==> src/rtl/uart_tx_engine.sv <==
// uart_tx_engine: 16550 transmit serializer.
// Pops bytes from the show-ahead TX FIFO and frames each one as a start bit,
// 5..8 data bits (LSB first), an optional parity bit and 1/1.5/2 stop bits.
// Every bit is timed from the 16x baud tick. tx_busy_o reports shifter
// activity so the register block can derive LSR.temt.
module uart_tx_engine #(
    // Baud ticks per bit. Must be even and >= 4 so that 1.5 stop bits is a
    // whole number of ticks.
    parameter int OVERSAMPLE = 16
) (
    input  logic       clk,
    input  logic       rst,
    input  logic       baud_tick_i,
    input  logic       tx_rst_i,
    input  logic [1:0] wls_i,
    input  logic       stb_i,
    input  logic       pen_i,
    input  logic       eps_i,
    input  logic       sticky_parity_i,
    input  logic       set_break_i,
    input  logic       tx_fifo_empty_i,
    input  logic [7:0] tx_fifo_data_i,
    output logic       tx_pop_o,
    output logic       tx_o,
    output logic       tx_busy_o
);

    // Tick counter must reach 2*OVERSAMPLE-1 for two stop bits.
    localparam int TW = $clog2(2 * OVERSAMPLE);

    localparam logic [TW-1:0] BIT_LAST    = TW'(OVERSAMPLE - 1);
    localparam logic [TW-1:0] STOP15_LAST = TW'((3 * OVERSAMPLE) / 2 - 1);
    localparam logic [TW-1:0] STOP2_LAST  = TW'(2 * OVERSAMPLE - 1);

    typedef enum logic [2:0] {
        IDLE,
        START,
        DATA,
        PARITY,
        STOP
    } state_t;

    state_t        state;
    logic [TW-1:0] tick_cnt;
    logic [2:0]    bit_cnt;
    logic [7:0]    shift_q;

    // Frame shadows: the LCR fields as they were when the byte was popped.
    // eps/sticky only matter through the parity bit, so the parity value
    // itself is what gets shadowed.
    logic [1:0]    wls_q;
    logic          stb_q;
    logic          pen_q;
    logic          par_q;

    logic [7:0]    word_mask;
    logic          par_new;
    logic [2:0]    last_bit;
    logic [TW-1:0] tick_last;
    logic          bit_end;
    logic          line_nxt;

    // Parity of the byte at the FIFO head under the live LCR; only sampled
    // on the pop cycle, bits above the word length are masked off.
    always_comb begin
        word_mask = 8'hFF;
        case (wls_i)
            2'b00:   word_mask = 8'h1F;
            2'b01:   word_mask = 8'h3F;
            2'b10:   word_mask = 8'h7F;
            default: word_mask = 8'hFF;
        endcase
        if (sticky_parity_i) begin
            par_new = ~eps_i;
        end else if (eps_i) begin
            par_new = ^(tx_fifo_data_i & word_mask);
        end else begin
            par_new = ~^(tx_fifo_data_i & word_mask);
        end
    end

    // Bit-end detection: each state lasts a fixed tick count from entry;
    // only STOP stretches to 1.5 or 2 bit times.
    always_comb begin
        last_bit  = 3'd4 + {1'b0, wls_q};
        tick_last = BIT_LAST;
        if (state == STOP && stb_q) begin
            tick_last = (wls_q == 2'b00) ? STOP15_LAST : STOP2_LAST;
        end
        bit_end = baud_tick_i && (state != IDLE) && (tick_cnt == tick_last);
    end

    // Undisturbed line level for the next cycle, i.e. the level belonging to
    // the state the FSM is about to be in. Break is applied on top of this.
    always_comb begin
        line_nxt = 1'b1;
        if (!tx_rst_i) begin
            case (state)
                IDLE:    line_nxt = tx_fifo_empty_i;
                START:   line_nxt = bit_end ? shift_q[0] : 1'b0;
                DATA: begin
                    if (bit_end && bit_cnt == last_bit) begin
                        line_nxt = pen_q ? par_q : 1'b1;
                    end else if (bit_end) begin
                        line_nxt = shift_q[1];
                    end else begin
                        line_nxt = shift_q[0];
                    end
                end
                PARITY:  line_nxt = bit_end ? 1'b1 : par_q;
                STOP:    line_nxt = 1'b1;
                default: line_nxt = 1'b1;
            endcase
        end
    end

    // Frame FSM with registered pop, line and busy outputs.
    always_ff @(posedge clk or posedge rst) begin
        if (rst) begin
            state     <= IDLE;
            tick_cnt  <= '0;
            bit_cnt   <= '0;
            shift_q   <= '0;
            wls_q     <= '0;
            stb_q     <= 1'b0;
            pen_q     <= 1'b0;
            par_q     <= 1'b0;
            tx_pop_o  <= 1'b0;
            tx_o      <= 1'b1;
            tx_busy_o <= 1'b0;
        end else begin
            tx_pop_o <= 1'b0;
            // Break is not shadowed: it forces the line low in any state
            // while the FSM keeps running underneath.
            tx_o     <= line_nxt & ~set_break_i;

            if (tx_rst_i) begin
                // Abort wins over everything, including a bit end this cycle;
                // the in-flight byte is simply dropped.
                state     <= IDLE;
                tick_cnt  <= '0;
                bit_cnt   <= '0;
                tx_busy_o <= 1'b0;
            end else begin
                if (state != IDLE && baud_tick_i) begin
                    tick_cnt <= bit_end ? '0 : tick_cnt + 1'b1;
                end

                case (state)
                    IDLE: begin
                        if (!tx_fifo_empty_i) begin
                            tx_pop_o  <= 1'b1;
                            shift_q   <= tx_fifo_data_i;
                            wls_q     <= wls_i;
                            stb_q     <= stb_i;
                            pen_q     <= pen_i;
                            par_q     <= par_new;
                            tick_cnt  <= '0;
                            bit_cnt   <= '0;
                            state     <= START;
                            tx_busy_o <= 1'b1;
                        end
                    end
                    START: begin
                        if (bit_end) begin
                            state <= DATA;
                        end
                    end
                    DATA: begin
                        if (bit_end) begin
                            if (bit_cnt == last_bit) begin
                                bit_cnt <= '0;
                                state   <= pen_q ? PARITY : STOP;
                            end else begin
                                bit_cnt <= bit_cnt + 3'd1;
                                shift_q <= {1'b0, shift_q[7:1]};
                            end
                        end
                    end
                    PARITY: begin
                        if (bit_end) begin
                            state <= STOP;
                        end
                    end
                    STOP: begin
                        // Always pass through IDLE for at least one clk so the
                        // pop decision is made from a clean state.
                        if (bit_end) begin
                            state     <= IDLE;
                            tx_busy_o <= 1'b0;
                        end
                    end
                    default: begin
                        state     <= IDLE;
                        tx_busy_o <= 1'b0;
                    end
                endcase
            end
        end
    end

endmodule

==> config.mk <==
export PLATFORM = sky130hd
export DESIGN_NAME = uart_tx_engine
export DESIGN_NICKNAME = d
export VERILOG_FILES = /design/src/rtl/uart_tx_engine.sv
export SDC_FILE = /design/constraint.sdc
export NUM_CORES = 1
export LEC_CHECK = 0
export BUFFER_PORTS_ARGS = -buffer_cell sky130_fd_sc_hd__buf_2
export CORE_MARGIN = 2
export CORE_UTILIZATION = 60
export CTS_CLUSTER_DIAMETER = 40
export DETAILED_ROUTE_END_ITERATION = 12
export PLACE_DENSITY = 0.83
export SKIP_LAST_GASP = 1
export SLEW_MARGIN = 20
export SYNTH_ARGS = -nofsm -noshare
export SYNTH_HDL_FRONTEND = slang
export SYNTH_SLANG_ARGS = --single-unit
==> constraint.sdc <==
create_clock -name clk -period 3.7 [get_ports clk]
set_clock_uncertainty 0.05 [all_clocks]
set_input_delay 0.37 -clock clk [delete_from_list [all_inputs] [get_ports clk]]
set_output_delay 0.37 -clock clk [all_outputs]
set_load 0.005 [all_outputs]
==> run summary, run 1 <==
The run finished with clean final reports. From synthesis to final layout, the design area changed by 8.33%. The compound-gate portion of the synthesized area works out to 0.186. TritonCTS built the clock tree. The run gives 1232 as the count of vias placed by the detailed router. The initial core utilization was 0.637; the share of cells above drive strength 1 was 0.229. The number of antenna cells inserted was 0; the count of hold buffers inserted by post-cts repair was 0. The run gives 0 as the remaining routing DRC violations. Among all stages on the critical path, the largest delay is contributed by sky130_fd_sc_hd__dfrtp_1. The largest single stage delay on the critical path is 0.62 ns. The most common cell after layout, fill and taps aside is sky130_fd_sc_hd__dfrtp_1. Leaving out fill and tap cells, the most frequent cells in the layout are sky130_fd_sc_hd__dfrtp_1, sky130_fd_sc_hd__buf_2, sky130_fd_sc_hd__nor2_1, sky130_fd_sc_hd__nand2_1. The critical path in this run is classified as reg2reg. 23 I/O pins were placed. In this run the register-to-register setup slack is 1.19 ns. Power density over the cells: 351 nW/µm².

Once placement finished, the instance area stood at 1680 µm². Normalized max-slew margin: 0.384. The number of clock buffers added by TritonCTS is 3.

The first routing iteration left 30 violations. The run gives 0 as the total count of hold-check failures in the final report. Setup violations remaining at the end of the flow were counted as 0.

The mean area per synthesized cell is 9.80 µm², and the placeable core region is 2480 µm². The main combinational cell family by area after synthesis is compound AO/OA/AOI/OAI gates. The post-route cell area is 1710 µm².

The adder and majority cell fraction of the synthesized area came out at 0.0159. The startpoint identified for the worst register-to-register timing path is state[0]$_DFFE_PP0P_. The width of the die was 55.3 µm. The worst register-to-register path has a depth of 6. Counting tap cells, the placed design contains a total of 205 instances.

The worst register-to-register path ends at bit_cnt[0]$_DFFE_PP0P_. The count of cells resized by post-cts repair is 0. Summing all multi-input logic gate instances after layout gives 827 µm². Worst ir drop on vdd: 0.280 mV. After clock tree synthesis, the clock-pin slew on the worst setup and hold paths is 0.14 ns.

The number of setup buffers added after CTS was 0. The count of buffers added on input and output ports is 22. Summed over all instances, the cell type with the most area after synthesis is sky130_fd_sc_hd__dfrtp_1.

The first-pass GRT wire length was 5170 µm. The clock drives 27 sinks. Setup repair after global routing left no endpoint under its margin. The post-synthesis cell type count is 44. The leading register cell type out of synthesis is sky130_fd_sc_hd__dfrtp_1. The routed design has 3060 µm of wire.

The placement-stage worst setup slack came out at 1.22 ns. The switching part of the total power was 0.284; the required time reported for the critical path endpoint was 3.88 ns. The share of synthesized area occupied by flip-flops and latches was 0.429. The final worst-path cycle share is 0.678, and the clock group share of total power is 0.211. At the later pin of the worst-skew pair, clock insertion delay measures 0.32 ns. Summed over all nets, the switching power comes to 0.170 mW. The die is 55.3 µm tall. After legalization and detailed placement, the total HPWL measured 2280 µm.

The synthesized instance count was 161. The proportion of register bits with asynchronous set or reset after synthesis is 1.00, and the sequential standard cell area is 677 µm². Counting along the longest clock path gives a buffer depth of 2.

By area the synthesized netlist is led by sky130_fd_sc_hd__dfrtp_1, sky130_fd_sc_hd__mux2_2, sky130_fd_sc_hd__mux2i_1. The clock tree root buffer cell is sky130_fd_sc_hd__clkbuf_4. Using the TritonRoute via totals, the vias-per-cell ratio works out to 5.89. The floorplan has 18 rows. The total die area is 3060 µm², and the design internal power is 0.429 mW. For the pin with the worst max-slew slack, the measured transition is 0.922 ns.

The max-cap violation count was 0; the minimum clock period after layout was 2.51 ns. Path class of the lowest-slack min-delay path: in2async. The count of final max-slew check failures was 0. The share of the core filled with cells is 0.690, and the largest net degree at the start of global routing is 28.

On the final layout, the worst hold slack is 0.0246 ns. The logs give 1 for the H-tree depth reported by CTS and 399 MHz for the achievable clock frequency. The total of warnings raised by yosys is 0, and the total power is 0.599 mW. The total overflow left after global routing is 0. The leakage power was 0.749 nW; the share of the synthesized area in the top cell type was 0.412. STA classifies the critical path endpoint as a flip-flop. The tools report the area of the mapped netlist as 1580 µm².

Adding up every negative setup slack in the final design gives 0 ns. Once detail routing completed, the nets flagged for antenna violations numbered 0. The basic-gate share of the synthesized area counting and, or, nand and nor cells was 0.152; the routability-driven placement congestion ratio was 0.840. The final layout contains 202 nets. The logs give 0 for the initial antenna violation count and 1168 for the via count of the first global-routing pass. The number of flip-flops and latches in the synthesized netlist came out at 27. STA classifies the critical path startpoint as a flip-flop.

The sequential fraction of design power came out at 0.602. Synthesis produced a netlist with a net count of 183. The number of synthesized flops with an enable pin was 0; the minimum setup slack in the final design was 1.19 ns. Leaving out filler cells and counting taps, the final layout contains 209.

For this run, the detailed router's first-pass iteration total came to 4. Dividing the detail-routed wire length by the instance count gives 14.6 µm. The maximum fanout encountered on the critical timing path is 15, and the post-synthesis share of cell area spent on xor and xnor gates is 0.0753. Fill cells in the final layout number 198. The part of the total power dissipated in combinational logic is 0.188, and the global router's overall resource usage is 0.208. The signal on the critical path passes through and4bb_2 -> and3b_1 -> o211ai_2 -> a21boi_1 -> nor2_2 -> mux2_2. The data arrival time of the worst path was 2.68 ns. The multiplexer fraction of the synthesized cell area works out to 0.0944.
cell families after synthesis:
group,count (synthesis)
mux,14
simple gates,47
flops,27
compound gates,44
fa+ha+maj,2
xor+xnor,12
buf+inv,15
power by group through the flow:
stage	clock network (mW)	registers [mW]	logic, mW
finish	0.126	0.360	0.112
global route	0.142	0.364	0.128
CTS	0.131	0.359	0.114
detailed placement	0	0.366	0.113
floorplan	0	0.354	0.0858
global placement	0	0.364	0.109
per-layer routing:
metal / part of all wire / global-route usage
met4: 0.012 / 0.0836
met5: 0 / 0
met3: 0.025 / 0.0211
met1: 0.48 / 0.280
met2: 0.48 / 0.344
worst max-delay path, delay by kind of cell (launching register included):
kind               cells  cell delay (ns)
and+or+nand+nor        3             0.71
AOI/OAI and AO/OA      2             0.69
DFF                    1             0.62
muxes                  1             0.35
layout make-up:
type                            count  area share
Inverter                            6      0.0132
Clock inverter                      1     0.00293
Timing Repair Buffer               23      0.0688
Sequential cell                    27       0.396
Clock buffer                        3      0.0132
Multi-Input combinational cell    119       0.484
Tap cell                           30      0.0220
synth_stat cells, drive strengths merged (2+ instances only):
library cell   n
nor2          15
xor2           4
mux2i          7
inv            6
nor2b          4
dfrtp         26
a21oi         10
nor3           2
nand3          3
nand2         13
a21boi         4
o21ai          9
a41oi          2
mux2           7
ha             2
xnor2          7
and3           2
buf            6
and3b          2
a31oi         10
clkbuf         3
sequential cells by signal, indices dropped and copies added, names as in the netlist:
register and flops:
shift_q 8, tick_cnt 5, bit_cnt 3, state 3
wls_q 2, par_q 1, pen_q 1, stb_q 1
tx_busy_o 1, tx_o 1, tx_pop_o 1
how the worst max path moves through the flow:
stage                                     from                      to  slack [ns]
after floorplan           state[1]$_DFFE_PP0P_  bit_cnt[0]$_DFFE_PP0P_        1.75
after global placement    state[0]$_DFFE_PP0P_  bit_cnt[1]$_DFFE_PP0P_        1.31
after detailed placement  state[0]$_DFFE_PP0P_  bit_cnt[0]$_DFFE_PP0P_        1.22
after CTS                 state[0]$_DFFE_PP0P_  bit_cnt[0]$_DFFE_PP0P_        1.22
after global routing      state[0]$_DFFE_PP0P_  shift_q[7]$_DFFE_PP0P_        0.99
final                     state[0]$_DFFE_PP0P_  bit_cnt[0]$_DFFE_PP0P_        1.19
(Power assumes the default switching activity.)
==> inputs of run 2 (changes only) <==
--- a/config.mk
+++ b/config.mk
@@ -5,12 +5,13 @@
 export SDC_FILE = /design/constraint.sdc
 export NUM_CORES = 1
 export LEC_CHECK = 0
+export ABC_AREA = 1
 export BUFFER_PORTS_ARGS = -buffer_cell sky130_fd_sc_hd__buf_2
 export CORE_MARGIN = 2
-export CORE_UTILIZATION = 60
+export CORE_UTILIZATION = 52
 export CTS_CLUSTER_DIAMETER = 40
 export DETAILED_ROUTE_END_ITERATION = 12
-export PLACE_DENSITY = 0.83
+export PLACE_DENSITY = 0.76
 export SKIP_LAST_GASP = 1
 export SLEW_MARGIN = 20
 export SYNTH_ARGS = -nofsm -noshare
==> constraint.sdc (replaced) <==
create_clock -name clk -period 2.05 [get_ports clk]
set_clock_uncertainty 0.05 [all_clocks]
set_input_delay 0.205 -clock clk [delete_from_list [all_inputs] [get_ports clk]]
set_output_delay 0.205 -clock clk [all_outputs]
set_load 0.005 [all_outputs]
==> run 2 against run 1 <==
  * Critical path depth up 5
  * Global-route usage up 0.43 points
  * Synthesized area up 11%
  * Sequential share of layout area down 5.3 points
  * Via count up 29%
  * Register-to-register slack worse by 0.98 ns
  * Critical endpoint is now shift_q[3]$_DFFE_PP0P_
  * Largest cell class unchanged
==> run summary, run 2 <==
The run finished with clean final reports. Top cell type by total area after synthesis: sky130_fd_sc_hd__dfrtp_1. The synthesized instance count is 240 (+49%). The register with the most flip-flops is shift_q.

The count of cells resized by post-cts repair came out at 0 (unchanged). The tools report the critical path endpoint category as a flip-flop. The flip-flop count of the largest register after layout came out at 8 (unchanged). The tools report the post-synthesis cell type count as 30 (-32%). The placeable core region is 3280 µm² (+33%). The H-tree depth reported by CTS was 1 (unchanged); the slack of the worst reg-to-reg path was 0.21 ns (-0.98 ns). The worst ir drop on vdd is 0.541 mV (+93%).

The mean area per synthesized cell came out at 7.31 µm² (-25%). TritonCTS built the clock tree. By area the synthesized netlist is led by sky130_fd_sc_hd__dfrtp_1, sky130_fd_sc_hd__nand2_1, sky130_fd_sc_hd__nand3_1. The max-cap violation count is 0 (unchanged). The required time reported for the critical path endpoint is 2.25 ns (-1.63 ns), and the maximum fanout encountered on the critical timing path is 9 (-6). The number of synthesized flops with an enable pin is 0 (unchanged). The final setup violation count is 0 (unchanged), and the minimum clock period after layout is 1.84 ns (-0.665 ns). The tools report the global router's overall resource usage as 0.212 (+0.00434). The worst hold path terminates at pen_q$_DFFE_PP0P_. The worst register-to-register path begins at state[0]$_DFFE_PP0P_. The count of input and output buffers works out to 22 (unchanged).

The logs give 3 (unchanged) for the number of buffers inserted during clock tree synthesis and 0 (unchanged) for the count of final max-slew check failures. The adder and majority cell fraction of the synthesized area was 0.0143 (-0.00160). The tools report the number of detailed-route iterations in the first pass as 4 (unchanged).

In the layout the commonest cells are sky130_fd_sc_hd__nand2_1, sky130_fd_sc_hd__dfrtp_1, sky130_fd_sc_hd__buf_2, sky130_fd_sc_hd__inv_1, sky130_fd_sc_hd__nand3_1. The area growth from synthesis to layout is 12.3%. Total grt overflow: 0 (unchanged).

The largest net degree at the start of global routing was 28 (unchanged); the routability-driven placement congestion ratio was 0.910 (+8.3%). Number of antenna cells inserted: 0 (unchanged). Setup repair after global routing left no endpoint under its margin. For the number of violations reported at the end of detailed-routing iteration 0, the log shows 76 (+150%). The run gives 0 (unchanged) as the total of warnings raised by yosys.

The area of the mapped netlist was 1750 µm² (+11%); the design internal power was 1.13 mW (+160%). The run gives 0.386 (-0.0431) as the share of synthesized area occupied by flip-flops and latches. The count of vias placed by the detailed router was 1591 (+29%). The endpoint identified for the worst register-to-register timing path is shift_q[3]$_DFFE_PP0P_. By count the netlist is led by sky130_fd_sc_hd__nand2_1, sky130_fd_sc_hd__dfrtp_1, sky130_fd_sc_hd__inv_1, sky130_fd_sc_hd__nand3_1, sky130_fd_sc_hd__nor2_1. The sequential fraction of design power was 0.408 (-0.194); the power density over the cells was 1070 nW/µm² (+200%). For the number of routed nets with antenna violations, the log shows 0 (unchanged). The most frequent cell after synthesis is sky130_fd_sc_hd__nand2_1.

The tools report the post-layout net count as 291 (+44%). Basic-gate share of the synthesized area counting and, or, nand and nor cells: 0.421 (+0.269). The number of flip-flops and latches in the synthesized netlist was 27 (unchanged); the final setup TNS was 0 ns (unchanged). Initial antenna violation count: 0 (unchanged).

The die extent in y was 62.1 µm (+12%). The run gives 3850 µm² (+26%) as the total die area. The worst hold path begins at pen_i. The leading register cell type out of synthesis was sky130_fd_sc_hd__dfrtp_1. The multiplexer fraction of the synthesized cell area came out at 0 (-0.0944). The run gives 0.972 mW (+470%) as the total net switching power. The clock sink count is 27 (unchanged). The total half-perimeter wirelength after legalization and detailed placement is 2820 µm (+24%). The number of nets in the synthesized netlist is 262 (+43%), and the count of standard-cell rows is 21 (+3). Along the worst hold path, the cell count comes to 3.

The worst reg-to-reg path cell count was 11 (+5); the part of the total power dissipated in combinational logic was 0.477 (+0.289). The post-synthesis share of cell area spent on xor and xnor gates is 0.0300 (-0.0454), and the clock latency on the worst-skew pair is 0.34 ns (+0.02 ns). Leaving out fill and tap cells, the most frequent cell in the layout is sky130_fd_sc_hd__nand2_1. The compound-gate portion of the synthesized area came out at 0.0842 (-0.102).

The via count of the first global-routing pass is 1394 (+19%), and the proportion of register bits with asynchronous set or reset after synthesis is 1.00 (unchanged). The actual slew at the worst max-slew pin was 0.408 ns (-0.513 ns); the share of cells above drive strength 1 was 0.205 (-0.0238). The tools report the initial core utilization as 0.534 (-0.103). For the final routed wirelength across all metal layers, the log shows 3610 µm (+18%). Remaining routing DRC violations: 0 (unchanged). Count of pins on the block boundary: 23 (unchanged). The width of the die came out at 62.1 µm (+12%). Maximum clock insertion buffer count: 2 (unchanged). The run gives 0 (unchanged) as the total count of hold-check failures in the final report. After synthesis, the largest family of logic cells by area is simple AND/OR/NAND/NOR gates. The vias per cell was 5.07 (-14%). The root buffer cell chosen for the clock tree is sky130_fd_sc_hd__clkbuf_4. The switching part of the total power is 0.462 (+0.177), and the leakage power is 1.03 nW (+37%). The final worst-path cycle share came out at 0.899 (+0.221). The average wire length per cell after detail routing is 11.5 µm (-21%), and the normalized max-slew margin is 0.728 (+0.343).

The first-pass GRT wire length came out at 6060 µm (+17%). The critical path is of the reg2reg type. The largest registers in the layout are shift_q (8), tick_cnt (5). The share of the core filled with cells is 0.600 (-0.0899), and the clock group share of total power is 0.115 (-0.096). STA classifies the critical path startpoint as a flip-flop. The path class of the tightest hold or removal check is in2reg. The data arrival time of the worst path was 2.04 ns (-0.64 ns). The achievable clock frequency came out at 543 MHz (+36%). The share of the synthesized area in the top cell type works out to 0.371 (-0.0415). The clock transition at the register clock pins on the worst setup and hold paths after CTS was 0.15 ns (about the same); the number of inserted filler cells in the final layout was 331 (+67%).
run 2: cell count changes in the layout (fill, tap and decap cells not counted), moves of 6 or more:
cell | before | now
sky130_fd_sc_hd__inv_1 | 5 | 21
sky130_fd_sc_hd__a31oi_1 | 10 | 0
sky130_fd_sc_hd__o21ai_1 | 0 | 7
sky130_fd_sc_hd__nand2_4 | 0 | 6
sky130_fd_sc_hd__nand2_1 | 13 | 86
sky130_fd_sc_hd__nand3_1 | 3 | 21
sky130_fd_sc_hd__mux2i_1 | 7 | 0
sky130_fd_sc_hd__mux2_2 | 7 | 0
run 2: cells by family (layout without fill, tap and decap cells):
family          after synthesis  in the layout
buf+inv                      28             56
compound gates               27             27
simple gates                150            150
flops                        27             27
xor+xnor                      6              6
fa+ha+maj                     2              2
run 2: what timing repair did:
item / in CTS / in global routing
hold buffers: 2 / 0
setup endpoints to repair: 0 / 0
hold endpoints to repair: 27 / 0
setup buffers: 0 / 0
run 2: final cells by class:
cell class,count,area [µm²],share of cell area
sequential,27,677,0.343
inverter,25,93.8,0.0476
timing repair buffer,27,153,0.0775
multi-input combinational,185,963,0.489
clock buffer,4,26.3,0.0133
tap,46,57.6,0.0292
run 2: metal layers:
metal / up-vias / routed length, µm / share of wire / global-route usage
met2: 29 / 1750 / 0.48 / 0.341
li1: 822 / - / - / -
met3: 9 / 131 / 0.036 / 0.0269
met1: 731 / 1670 / 0.46 / 0.290
met5: - / 0 / 0 / 0
met4: 0 / 68 / 0.019 / 0.0851
run 2: worst max path at each step:
| stage | startpoint | to | slack (ns) | depth (start not counted) |
|---|---|---|---|---|
| after detailed placement | state[0]$_DFFE_PP0P_ | shift_q[3]$_DFFE_PP0P_ | 0.22 | 11 |
| after CTS | state[0]$_DFFE_PP0P_ | shift_q[3]$_DFFE_PP0P_ | 0.18 | 11 |
| final | state[0]$_DFFE_PP0P_ | shift_q[3]$_DFFE_PP0P_ | 0.21 | 11 |
| after global placement | state[0]$_DFFE_PP0P_ | shift_q[6]$_DFFE_PP0P_ | 0.25 | 11 |
| after floorplan | state[0]$_DFFE_PP0P_ | state[0]$_DFFE_PP0P_ | 0.47 | 11 |
| after global routing | state[0]$_DFFE_PP0P_ | shift_q[4]$_DFFE_PP0P_ | 0.02 | 10 |
run 2: per-stage QoR:
step / setup WS (ns) / hold slack [ns] / std cells / instance area (µm²) / power [mW]
floorplan: 0.475 / 0.184 / 240 / 1750 / 1.64
global placement: 0.252 / 0.234 / 308 / 1920 / 1.86
detailed placement: 0.217 / 0.238 / 308 / 1920 / 1.88
CTS: 0.180 / 0.0128 / 314 / 1970 / 2.12
global route: 0.0160 / 0.0145 / 314 / 1970 / 2.31
finish: 0.208 / 0.00850 / 314 / 1970 / 2.11
run 2: power groups by stage:
stage / Clock (mW) / Combinational [mW] / Sequential [mW]
floorplan: 0 / 0.819 / 0.820
global placement: 0 / 0.994 / 0.865
detailed placement: 0 / 1.01 / 0.869
CTS: 0.247 / 1.01 / 0.859
global route: 0.269 / 1.16 / 0.881
finish: 0.242 / 1.01 / 0.859
run 2: critical path, cell delays in order, from the launching register on:
cell,delay [ns]
sky130_fd_sc_hd__dfrtp_1,0.59
sky130_fd_sc_hd__nor2_2,0.10
sky130_fd_sc_hd__nand2_4,0.12
sky130_fd_sc_hd__nand2_4,0.09
sky130_fd_sc_hd__nor2_8,0.11
sky130_fd_sc_hd__nand3_2,0.07
sky130_fd_sc_hd__nor2_2,0.17
sky130_fd_sc_hd__nand2_2,0.08
sky130_fd_sc_hd__nand2_4,0.11
sky130_fd_sc_hd__nand2_4,0.11
sky130_fd_sc_hd__nand2_1,0.09
sky130_fd_sc_hd__nand2_1,0.05
